--- config.mk ---
export PLATFORM = sky130hd
export DESIGN_NAME = fifo_enq_arbiter
export DESIGN_NICKNAME = d
export VERILOG_FILES = /design/src/rtl/fifo_enq_arbiter_pkg.sv /design/src/rtl/fifo_enq_arbiter_rr_pick.sv /design/src/rtl/fifo_enq_arbiter.sv
export SDC_FILE = /design/constraint.sdc
export NUM_CORES = 1
export LEC_CHECK = 0
export BUFFER_PORTS_ARGS = -buffer_cell sky130_fd_sc_hd__buf_4
export CAP_MARGIN = 40
export CORE_MARGIN = 10
export CORE_UTILIZATION = 46
export CTS_CLUSTER_DIAMETER = 120
export DETAILED_ROUTE_END_ITERATION = 12
export PLACE_DENSITY = 0.89
export SYNTH_ARGS = -nofsm -noshare
export SYNTH_HDL_FRONTEND = slang
export SYNTH_SLANG_ARGS = --single-unit
--- constraint.sdc ---
create_clock -name clk -period 2.85 [get_ports clk]
set_input_delay 0.1425 -clock clk [delete_from_list [all_inputs] [get_ports clk]]
set_output_delay 0.1425 -clock clk [all_outputs]
set_load 0.01 [all_outputs]
--- src/rtl/fifo_enq_arbiter_pkg.sv ---
// Shared definitions for the FIFO enqueue arbiter: default sizes, lock state, clog2.
// Optional build macro FIFO_ENQ_ARB_ID_EN adds an out_id port carrying the granted source index.
package fifo_enq_arbiter_pkg;

  localparam int DEF_N     = 4;
  localparam int DEF_WIDTH = 8;
  localparam int DEF_BURST = 4;

  typedef enum logic {
    ST_UNLOCKED = 1'b0,
    ST_LOCKED   = 1'b1
  } arb_state_e;

  // Minimum of 1 so that single-entry widths never collapse to zero bits.
  function automatic int clog2(input int value);
    int r;
    r = 0;
    for (int v = value - 1; v > 0; v = v >> 1) r++;
    return (r < 1) ? 1 : r;
  endfunction

endpackage

--- src/rtl/fifo_enq_arbiter_rr_pick.sv ---
// Combinational cyclic priority encoder: first set request at or after ptr_i, wrapping mod N.
module fifo_enq_arbiter_rr_pick
  import fifo_enq_arbiter_pkg::*;
#(
  parameter int N = DEF_N,
  localparam int LOGN = clog2(N)
) (
  input  logic [N-1:0]    req_i,
  input  logic [LOGN-1:0] ptr_i,
  output logic            any_o,
  output logic [LOGN-1:0] idx_o
);

  int              cand;
  logic [LOGN-1:0] cand_idx;

  // Scan from the farthest offset down so the nearest request to ptr_i wins.
  always_comb begin
    any_o    = 1'b0;
    idx_o    = '0;
    cand     = 0;
    cand_idx = '0;
    for (int k = N - 1; k >= 0; k--) begin
      cand = int'(ptr_i) + k;
      if (cand >= N) cand = cand - N;
      cand_idx = LOGN'(cand);
      if (req_i[cand_idx]) begin
        any_o = 1'b1;
        idx_o = cand_idx;
      end
    end
  end

endmodule

--- src/rtl/fifo_enq_arbiter.sv ---
// Round-robin arbiter with burst hold sharing one FIFO enqueue port among N valid/ready producers.
// Define FIFO_ENQ_ARB_ID_EN to add out_id (granted source index, 0 when idle or in reset).
module fifo_enq_arbiter
  import fifo_enq_arbiter_pkg::*;
#(
  parameter int N     = DEF_N,
  parameter int WIDTH = DEF_WIDTH,
  parameter int BURST = DEF_BURST,
  localparam int LOGN = clog2(N),
  localparam int CNTW = clog2(BURST + 1)
) (
  input  logic                 clk,
  input  logic                 reset,
  input  logic [N-1:0]         in_val,
  input  logic [N*WIDTH-1:0]   in_data,
  output logic [N-1:0]         in_rdy,
  output logic                 out_val,
  output logic [WIDTH-1:0]     out_data,
`ifdef FIFO_ENQ_ARB_ID_EN
  output logic [LOGN-1:0]      out_id,
`endif
  input  logic                 out_rdy
);

  localparam logic [LOGN-1:0] LAST_IDX = LOGN'(N - 1);
  localparam logic [CNTW-1:0] CNT_LAST = CNTW'(BURST - 1);

  arb_state_e      state_q, state_d;
  logic [LOGN-1:0] owner_q, owner_d;
  logic [LOGN-1:0] ptr_q, ptr_d;
  logic [CNTW-1:0] cnt_q, cnt_d;

  logic            pick_any;
  logic [LOGN-1:0] pick_idx;
  logic            gnt_any;
  logic [LOGN-1:0] gnt_idx;
  logic            fire;

  function automatic logic [LOGN-1:0] wrap_inc(input logic [LOGN-1:0] i);
    return (i == LAST_IDX) ? '0 : i + 1'b1;
  endfunction

  fifo_enq_arbiter_rr_pick #(.N(N)) u_pick (
    .req_i (in_val),
    .ptr_i (ptr_q),
    .any_o (pick_any),
    .idx_o (pick_idx)
  );

  // Grant never looks at out_rdy, so no combinational path runs back through the FIFO.
  always_comb begin
    gnt_any = 1'b0;
    gnt_idx = '0;
    if (!reset) begin
      if (state_q == ST_LOCKED) begin
        gnt_any = in_val[owner_q];
        gnt_idx = owner_q;
      end else begin
        gnt_any = pick_any;
        gnt_idx = pick_idx;
      end
    end
  end

  always_comb begin
    out_val  = gnt_any;
    out_data = gnt_any ? in_data[gnt_idx*WIDTH +: WIDTH] : '0;
    fire     = gnt_any & out_rdy;
    for (int i = 0; i < N; i++) begin
      in_rdy[i] = fire && (gnt_idx == LOGN'(i));
    end
  end

`ifdef FIFO_ENQ_ARB_ID_EN
  assign out_id = gnt_any ? gnt_idx : '0;
`endif

  // Backpressure with the owner still valid holds the burst; a departing owner ends it.
  always_comb begin
    state_d = state_q;
    owner_d = owner_q;
    ptr_d   = ptr_q;
    cnt_d   = cnt_q;
    if (state_q == ST_LOCKED) begin
      if (!in_val[owner_q] || (out_rdy && cnt_q == CNT_LAST)) begin
        state_d = ST_UNLOCKED;
        cnt_d   = '0;
        ptr_d   = wrap_inc(owner_q);
      end else if (out_rdy) begin
        cnt_d = cnt_q + 1'b1;
      end
    end else if (fire) begin
      if (BURST == 1) begin
        ptr_d = wrap_inc(gnt_idx);
      end else begin
        state_d = ST_LOCKED;
        owner_d = gnt_idx;
        cnt_d   = CNTW'(1);
      end
    end
  end

  always_ff @(posedge clk or posedge reset) begin
    if (reset) begin
      state_q <= ST_UNLOCKED;
      owner_q <= '0;
      ptr_q   <= '0;
      cnt_q   <= '0;
    end else begin
      state_q <= state_d;
      owner_q <= owner_d;
      ptr_q   <= ptr_d;
      cnt_q   <= cnt_d;
    end
  end

endmodule

==> After elaboration in Yosys (flattened, before gate mapping) <==
Cells that the tools add are included.
W data, S select, Z words.
{ "classes": {"n_addsub": 9, "n_mul": 0, "div_mod_pow": 0, "magnitude_cmp": 9, "eq_ne": 6, "shift": 1, "n_mux": 35, "n_bitwise": 2, "n_reduce_logical": 12} }
{ "op_table": {"columns": ["op", "count"], "rows": [
  ["$shiftx A32 B6 Y8", 1],
  ["$mux W2", 11],
  ["$lt A2 B3 Y1 const B", 5],
  ["$mux W1", 14],
  ["$mux W3", 4],
  ["$bmux W1 S2", 5],
  ["$ge A3 B3 Y1 const B", 3],
  ["$mux W8", 1],
  ["$sub A2 B1 Y2 const B", 4],
  ["$add A2 B2 Y3 const B", 2],
  ["$eq A2 B2 Y1 const B", 3],
  ["$reduce_and A2 Y1", 3],
  ["$logic_and A1 B1 Y1", 5],
  ["$add A2 B1 Y3 const B", 1],
  ["$add A3 B1 Y3 const B", 1],
  ["$eq A3 B2 Y1 const B", 1],
  ["$ge A2 B3 Y1 const B", 1],
  ["$ne A3 B2 Y1 const B", 1],
  ["$add A2 B1 Y2 const B", 1],
  ["$eq A2 B1 Y1 const B", 1],
  ["$logic_not A2 Y1", 1],
  ["$reduce_bool A2 Y1", 1],
  ["$and A1 B1 Y1", 1],
  ["$logic_not A1 Y1", 1],
  ["other kinds (2)", 2]
]} }
{ "totals": {"regBits": 8, "latch_bits": 0, "ram_bits": 0, "romBits": 0, "output_inout_bits": 13, "mem_count": 0} }

==> Longest topological paths before layout <==
Gate-level depths: netlist of the first run.
{ "depth": {"depth_word": 14, "ltp_mapped": 8, "ltp_nobuf": 7} }

==> By module <==
Synthesis of the first run repeated with hierarchy kept, for this count alone.
{ "unflattened": {"hier_cells": 110, "area_unflattened_um2": 940.9} }
{ "by_module_without_submodules": {"columns": ["module", "instances", "cells_per_inst", "area_per_inst_um2", "seq_area_each_um2"], "rows": [
  ["fifo_enq_arbiter", 1, 97, 863.3, 200.2],
  ["fifo_enq_arbiter_rr_pick", 1, 13, 77.6, 0.0]
]} }

==> Worst setup path after synthesis of the first run <==
Ideal clock, no wire load.
{ "synth_timing": {"path_type": "reg2out", "startpoint": "register ptr_q[1]", "endpoint": "output port out_data[0]", "arrival_time_ps": 1707, "setup_slack_ps": 1000, "stages_incl_launch_ff": 7, "n_path_buf": 0, "path_cell_list": "dfrtp_1 -> and3b_1 -> a211oi_1 -> o221ai_2 -> o211ai_1 -> nand2_1 -> a221oi_1"} }
{ "synth_between": {"elab_chain_cells": 13, "elab_cells_between_ends": 37} }
{ "synth_lines": {"columns": ["item", "line_no", "source"], "rows": [
  ["from (decl)", "fifo_enq_arbiter.sv:30", "logic [LOGN-1:0] ptr_q, ptr_d;"],
  ["from (signal assigned)", "fifo_enq_arbiter.sv:112", "ptr_q <= ptr_d;"],
  ["$add A2 B2 Y3", "fifo_enq_arbiter_rr_pick.sv:24", "cand = int'(ptr_i) + k;"],
  ["$ge A3 B3 Y1 or $sub A2 B1 Y2 (tied branches)", "fifo_enq_arbiter_rr_pick.sv:25", "if (cand >= N) cand = cand - N;"],
  ["$mux W2", "fifo_enq_arbiter_rr_pick.sv:25", null],
  ["$bmux W1 S2", "fifo_enq_arbiter_rr_pick.sv:27", "if (req_i[cand_idx]) begin"],
  ["$mux W1 (not written as such)", "fifo_enq_arbiter_rr_pick.sv:27", null],
  ["$mux W2 (4 in a row)", "fifo_enq_arbiter_rr_pick.sv:27", null],
  ["$mux W2", "fifo_enq_arbiter.sv:55", "if (state_q == ST_LOCKED) begin"],
  ["$mux W2", "fifo_enq_arbiter.sv:54", "if (!reset) begin"],
  ["$shiftx A32 B6 Y8", "fifo_enq_arbiter.sv:67", "out_data = gnt_any ? in_data[gnt_idx*WIDTH +: WIDTH] : '0;"],
  ["$mux W8 (*)", "fifo_enq_arbiter.sv:67", null],
  ["to (decl)", "fifo_enq_arbiter.sv:18", "output logic [WIDTH-1:0] out_data,"]
]} }
Mark *: on every way between the ends. The rest lies on a longest branch, timed or not. The select of a mux whose other input is x is not followed.

==> Final worst setup path of the first run <==
{ "layout_timing": {"startpoint": "register ptr_q[1]", "endpoint": "output port out_data[3]"} }
Same word-level chain as after synthesis.

==> results of run 1 <==
power by group:
group          leakage (nW)  total (mW)  switching [mW]  internal, mW
registers             0.101       0.228          0.0682         0.159
logic                 0.547       0.625           0.341         0.284
clock network        0.0138      0.0823          0.0344        0.0479
total                 0.662       0.935           0.443         0.491
tightest hold or removal path, delay by kind of cell:
family | cells | cell delay (ns)
buffers and inverters | 1 | 0.14
AO/OA/AOI/OAI | 1 | 0.07
AND/OR/NAND/NOR | 1 | 0.06
synth_stat cells, types with 2 or more instances:
master    count
a31oi_1       8
nand3_1       2
o21ai_0       5
dfrtp_1       8
a221oi_1      8
mux2i_1       8
ha_1          3
inv_2         2
nand3b_1      2
o21ai_1       2
buf_2         2
nand2_1      22
a21oi_1       4
clkbuf_1      2
nor2_1        7
inv_1         7
cells by family (layout without fill, tap and decap cells):
logic type,Yosys count,in the layout,share of synthesized area
AOI/OAI and AO/OA,40,40,0.327
adders and majority gates,3,3,0.0421
buffers and inverters,14,65,0.0744
DFF,8,8,0.225
muxes,10,10,0.128
and+or+nand+nor,40,40,0.204
final cells by class:
| class | count | area (um^2) | share of cell area |
|---|---|---|---|
| well taps | 25 | 31.3 | 0.0238 |
| multi-input cells | 93 | 624 | 0.476 |
| flip-flops and latches | 8 | 200 | 0.153 |
| repair buffers | 53 | 400 | 0.305 |
| inverters | 9 | 33.8 | 0.0257 |
| clock buffers | 3 | 22.5 | 0.0172 |
flip-flops by register name (all words and copies together), names as in the netlist:
name / count
state_q: 1
ptr_q: 2
owner_q: 2
cnt_q: 3
metal layers:
layer / global-route usage / vias to the layer above / share of wire
met5: 0 / - / 0
met4: 0.0574 / 0 / 0.0088
met3: 0.0366 / 3 / 0.10
met2: 0.244 / 58 / 0.47
met1: 0.180 / 492 / 0.42
li1: - / 537 / -
worst max path at each step:
stage	start	endpoint	cells after the start
2_1_floorplan	ptr_q[1]	out_data[0]	6
3_3_place_gp	ptr_q[1]	out_data[5]	7
3_5_place_dp	ptr_q[1]	out_data[5]	7
4_1_cts	ptr_q[1]	out_data[5]	7
5_1_grt	ptr_q[1]	out_data[6]	7
6_report	ptr_q[1]	out_data[3]	7
through the flow:
step | hold slack (ns) | worst slack, ns | instances | cell area, um^2
after floorplan | 0.216 | 1.00 | 115 | 891
after global placement | 0.105 | 0.743 | 187 | 1280
after detailed placement | 0.107 | 0.695 | 187 | 1280
after CTS | 0.204 | 0.419 | 191 | 1310
after global routing | 0.214 | 0.215 | 191 | 1310
final | 0.208 | 0.383 | 191 | 1310
==> metrics.txt, run 1 <==
status=completed; Max-slew headroom=0.465; Max FO, Critical Path=9; CP Capture Type=output pin; via count=1,090; total global routing overflow=0; Starting Density=0.500; post-CTS sizing=0; Max-Cap Viols=0; Boundary Pins=52; Post-synth top flop=dfrtp_1; fraction of registers with async set/reset=1.00; Post-CTS Setup Repair Bufs=0; clock tree root driver cell=clkbuf_4; detail-routed via count per cell=5.71; Least-Margin Pin Slew=0.798 ns; drt drc=0; WP data required=2.71 ns; CTS Hold Bufs=1; CP cell instances=and3b_1 > a211oi_1 > o221ai_2 > o21ai_2 > mux2i_1 > a221oi_1 > buf_4; fillers=139; Max clock buf depth=2; Finished Core Util=0.736; Std-Cell Rows=15; area delta synth->final=47.3%; final wirelength=3180 um; Reg-to-Reg Start=owner_q[0]; sequential share of the synthesized area=0.225; Post-Syn Instances=115; pin count of the biggest net entering global routing=19; RR Endpoint=cnt_q[2]; CP Data Arrival Time=2.32 ns; Area contributors post-synth=dfrtp_1, nand2_1, mux2i_1; R2R cell count=5; top cell type's share of synthesized area=0.225; fmax=0.405 GHz; Post-synth EDFFs=0; Synth area leader=dfrtp_1; Nets=210; Die H=64.0 um; Num CTS Buffers=3; clk slew on worst S/H paths=0.05 ns; RSZ-0062 raised after global routing=no; pins over their slew limit=0; TNS Setup=0 ns; slowest CP cell=dfrtp_1; clk_lat worst skew=0.25 ns; Final Hold Fails=0; Clock Skew=0.00107 ns; clock sinks=8; Hold Crit Depth=3; Power, Total=935 uW; mean post-synth cell area=7.75 um^2; core area=0.00178 mm^2; share of layout cells above drive strength 1=0.373; First DRT Iteration DRCs=41; Hold Path End=cnt_q[0]; vias in the first global route=1,060; final setup fails=0; commonest non-fill, non-tap cell in the layout=buf_4; Mapped Nets=157; Die ar.=0.00410 mm^2; GR Util All Layers=0.148; initial antenna violation count=0; Die X=64.0 um; PwrDens=712 mW/mm^2; Syn Std Cell Area=891 um^2; Leak=0.662 nW; Final GP Congestion=0.826; first-pass iteration count of the detailed router=4; R2R setup slack=1.05 ns; CTS H-Tree Depth=1; CP Class=reg -> out; Distinct cells, synth=39; routed length per instance=16.7 um; Hold Crit Start=out_rdy; CTS tree=yes; Inserted Diodes=0; Port Buf Inserts=51; Final ANT Viol Nets=0; commonest non-fill, non-tap cells in the layout=buf_4, nand2_1; CP delay by family, top=compound AO/OA/AOI/OAI gates; Syn. warnings=0; global-route wire length before repair=5050 um; crit start category=flop; HP Class=in -> reg; worst path bufs/invs=1; post-layout min period=2.47 ns; Worst path max stage delay=0.44 ns; worst vdd ir=0.614 mV; synthesized flop and latch total=8; final worst-path cycle share=0.865
Power figures use the tool's default switching activity.
==> inputs of run 2 (changes only) <==
Settings changed: MAX_ROUTING_LAYER from default to met4.
==> run 2 against run 1 <==
Net effect:
- hold slack worse by 0.0018 ns
- utilization is the same
- sequential share of layout area did not move
- worst setup slack barely moved
==> metrics.txt, run 2 (synthesized netlist as in run 1, its figures left out) <==
Worst path max stage delay=0.44 ns (about the same); Clock Skew=0.00249 ns (was 0.00107 ns); post-CTS sizing=0 (unchanged); Clk pwr share=0.089 (was 0.088); Internal=491 uW (about the same); post-layout min period=2.47 ns (about the same); worst vdd ir=0.616 mV (was 0.614 mV); Die ar.=0.00410 mm^2 (unchanged); switching share of power=0.475 (was 0.474); Final GP Congestion=0.838 (was 0.826); global-route wire length before repair=5050 um (unchanged); Met1 Routed Length=1350 um (was 1340 um); CP Data Arrival Time=2.32 ns (about the same); fmax=0.405 GHz (about the same); final wirelength=3190 um (was 3180 um); First DRT Iteration DRCs=40 (was 41); clock tree root driver cell=clkbuf_4 (unchanged); first-pass iteration count of the detailed router=4 (unchanged); Final Hold Fails=0 (unchanged); max reg flops=3 (unchanged); Max-Cap Viols=0 (unchanged); biggest regs=cnt_q (3), owner_q (2), ptr_q (2) (unchanged); drt drc=0 (unchanged); worst hold slack=0.207 ns (was 0.208 ns); Final ANT Viol Nets=0 (unchanged); HP Class=in -> reg (unchanged); WL met2=1500 um (was 1490 um); final setup fails=0 (unchanged); clk_lat worst skew=0.25 ns (about the same); CP cell instances=and3b_1 > a211oi_1 > o221ai_2 > o21ai_2 > mux2i_1 > a221oi_1 > buf_4 (unchanged); status=completed (unchanged); vias in the first global route=1,060 (unchanged); Port Buf Inserts=51 (unchanged); clk slew on worst S/H paths=0.05 ns (about the same); CTS tree=yes (unchanged); Inserted Diodes=0 (unchanged); Starting Density=0.500 (unchanged); core area=0.00178 mm^2 (unchanged); PwrDens=713 mW/mm^2 (was 712 mW/mm^2); Max clock buf depth=2 (unchanged); Max FO, Critical Path=9 (unchanged); Nets=210 (unchanged); TNS Setup=0 ns (unchanged); Max-slew headroom=0.465 (about the same); CP Class=reg -> out (unchanged); switching power of the nets=445 uW (was 443 uW); RSZ-0062 raised after global routing=no (unchanged); Die H=64.0 um (unchanged); pre-CTS WS=0.695 ns (unchanged); detail-routed via count per cell=5.71 (unchanged); routed length per instance=16.7 um (about the same); Met3 Wirelength=307 um (was 325 um); initial antenna violation count=0 (unchanged); CP Capture Type=output pin (unchanged); slowest CP cell=dfrtp_1 (unchanged); Std-Cell Rows=15 (unchanged); Top Metal Used=met4 (unchanged); Boundary Pins=52 (unchanged); share of layout cells above drive strength 1=0.373 (unchanged); commonest non-fill, non-tap cells in the layout=buf_4, nand2_1 (unchanged); total global routing overflow=0 (unchanged); CTS H-Tree Depth=1 (unchanged); final worst-path cycle share=0.866 (was 0.865); Leak=0.662 nW (unchanged); power share of the combinational group=0.668 (about the same); Reg with most FFs=cnt_q (unchanged); WP data required=2.71 ns (about the same); final worst slack=0.383 ns (about the same); clock sinks=8 (unchanged); crit start category=flop (unchanged); commonest non-fill, non-tap cell in the layout=buf_4 (unchanged); Least-Margin Pin Slew=0.799 ns (was 0.798 ns); sequential share of power=0.244 (was 0.243); GR Util All Layers=0.153 (was 0.148); via count=1,090 (unchanged); area delta synth->final=47.3% (unchanged); pins over their slew limit=0 (unchanged); Num CTS Buffers=3 (unchanged); pin count of the biggest net entering global routing=19 (unchanged); Die X=64.0 um (unchanged)
run 2: worst max-delay path, delay by kind of cell (launching register included):
kind                   cells  cell delay (ns)
flip-flops                 1             0.44
buffers and inverters      1             0.18
AND/OR/NAND/NOR            1             0.21
AO/OA/AOI/OAI              4             1.07
multiplexers               1             0.18
run 2: what timing repair did:
item                                   in CTS  in global routing
endpoints found under the hold margin       4                  0
buffers inserted                            0                  0
hold buffers                                1                  0
run 2: power groups by stage:
stage | combinational (mW) | clock [mW] | sequential [mW]
2_1_floorplan | 0.475 | 0 | 0.200
3_3_place_gp | 0.608 | 0 | 0.221
3_5_place_dp | 0.624 | 0 | 0.227
4_1_cts | 0.626 | 0.0878 | 0.225
5_1_grt | 0.696 | 0.0928 | 0.236
6_report | 0.625 | 0.0832 | 0.228
run 2: per-stage QoR:
| stage | power [mW] | cells | area, um^2 | utilization |
|---|---|---|---|---|
| after floorplan | 0.675 | 115 | 891 | - |
| after global placement | 0.829 | 187 | 1280 | 0.718 |
| after detailed placement | 0.851 | 187 | 1280 | 0.718 |
| after CTS | 0.939 | 191 | 1310 | 0.736 |
| after global routing | 1.02 | 191 | 1310 | 0.736 |
| final | 0.936 | 191 | 1310 | 0.736 |
run 2: final timing paths:
| path | startpoint | end | slack [ns] | cells after the start |
|---|---|---|---|---|
| setup reg to reg | owner_q[0] | cnt_q[2] | 1.05 | 5 |
| min in group asynchronous | reset | state_q | 0.41 | 3 |
| hold reg to reg | cnt_q[2] | cnt_q[2] | 0.49 | 2 |
| setup / recovery | ptr_q[1] | out_data[3] | 0.38 | 7 |
| hold / removal | out_rdy | cnt_q[0] | 0.21 | 3 |
| max in group asynchronous | reset | owner_q[0] | 2.01 | 4 |
run 2: final cells by class:
cell class	instances	area, um^2
Clock buffer	3	22.5
Fill cell	139	470
Inverter	9	33.8
Multi-Input combinational cell	93	624
Sequential cell	8	200
Tap cell	25	31.3
Timing Repair Buffer	53	400
run 2: layer usage:
layer	vias up	track usage
met5	-	-
met1	493	0.180
met4	0	0.0574
met3	5	0.0366
met2	55	0.244
li1	537	-
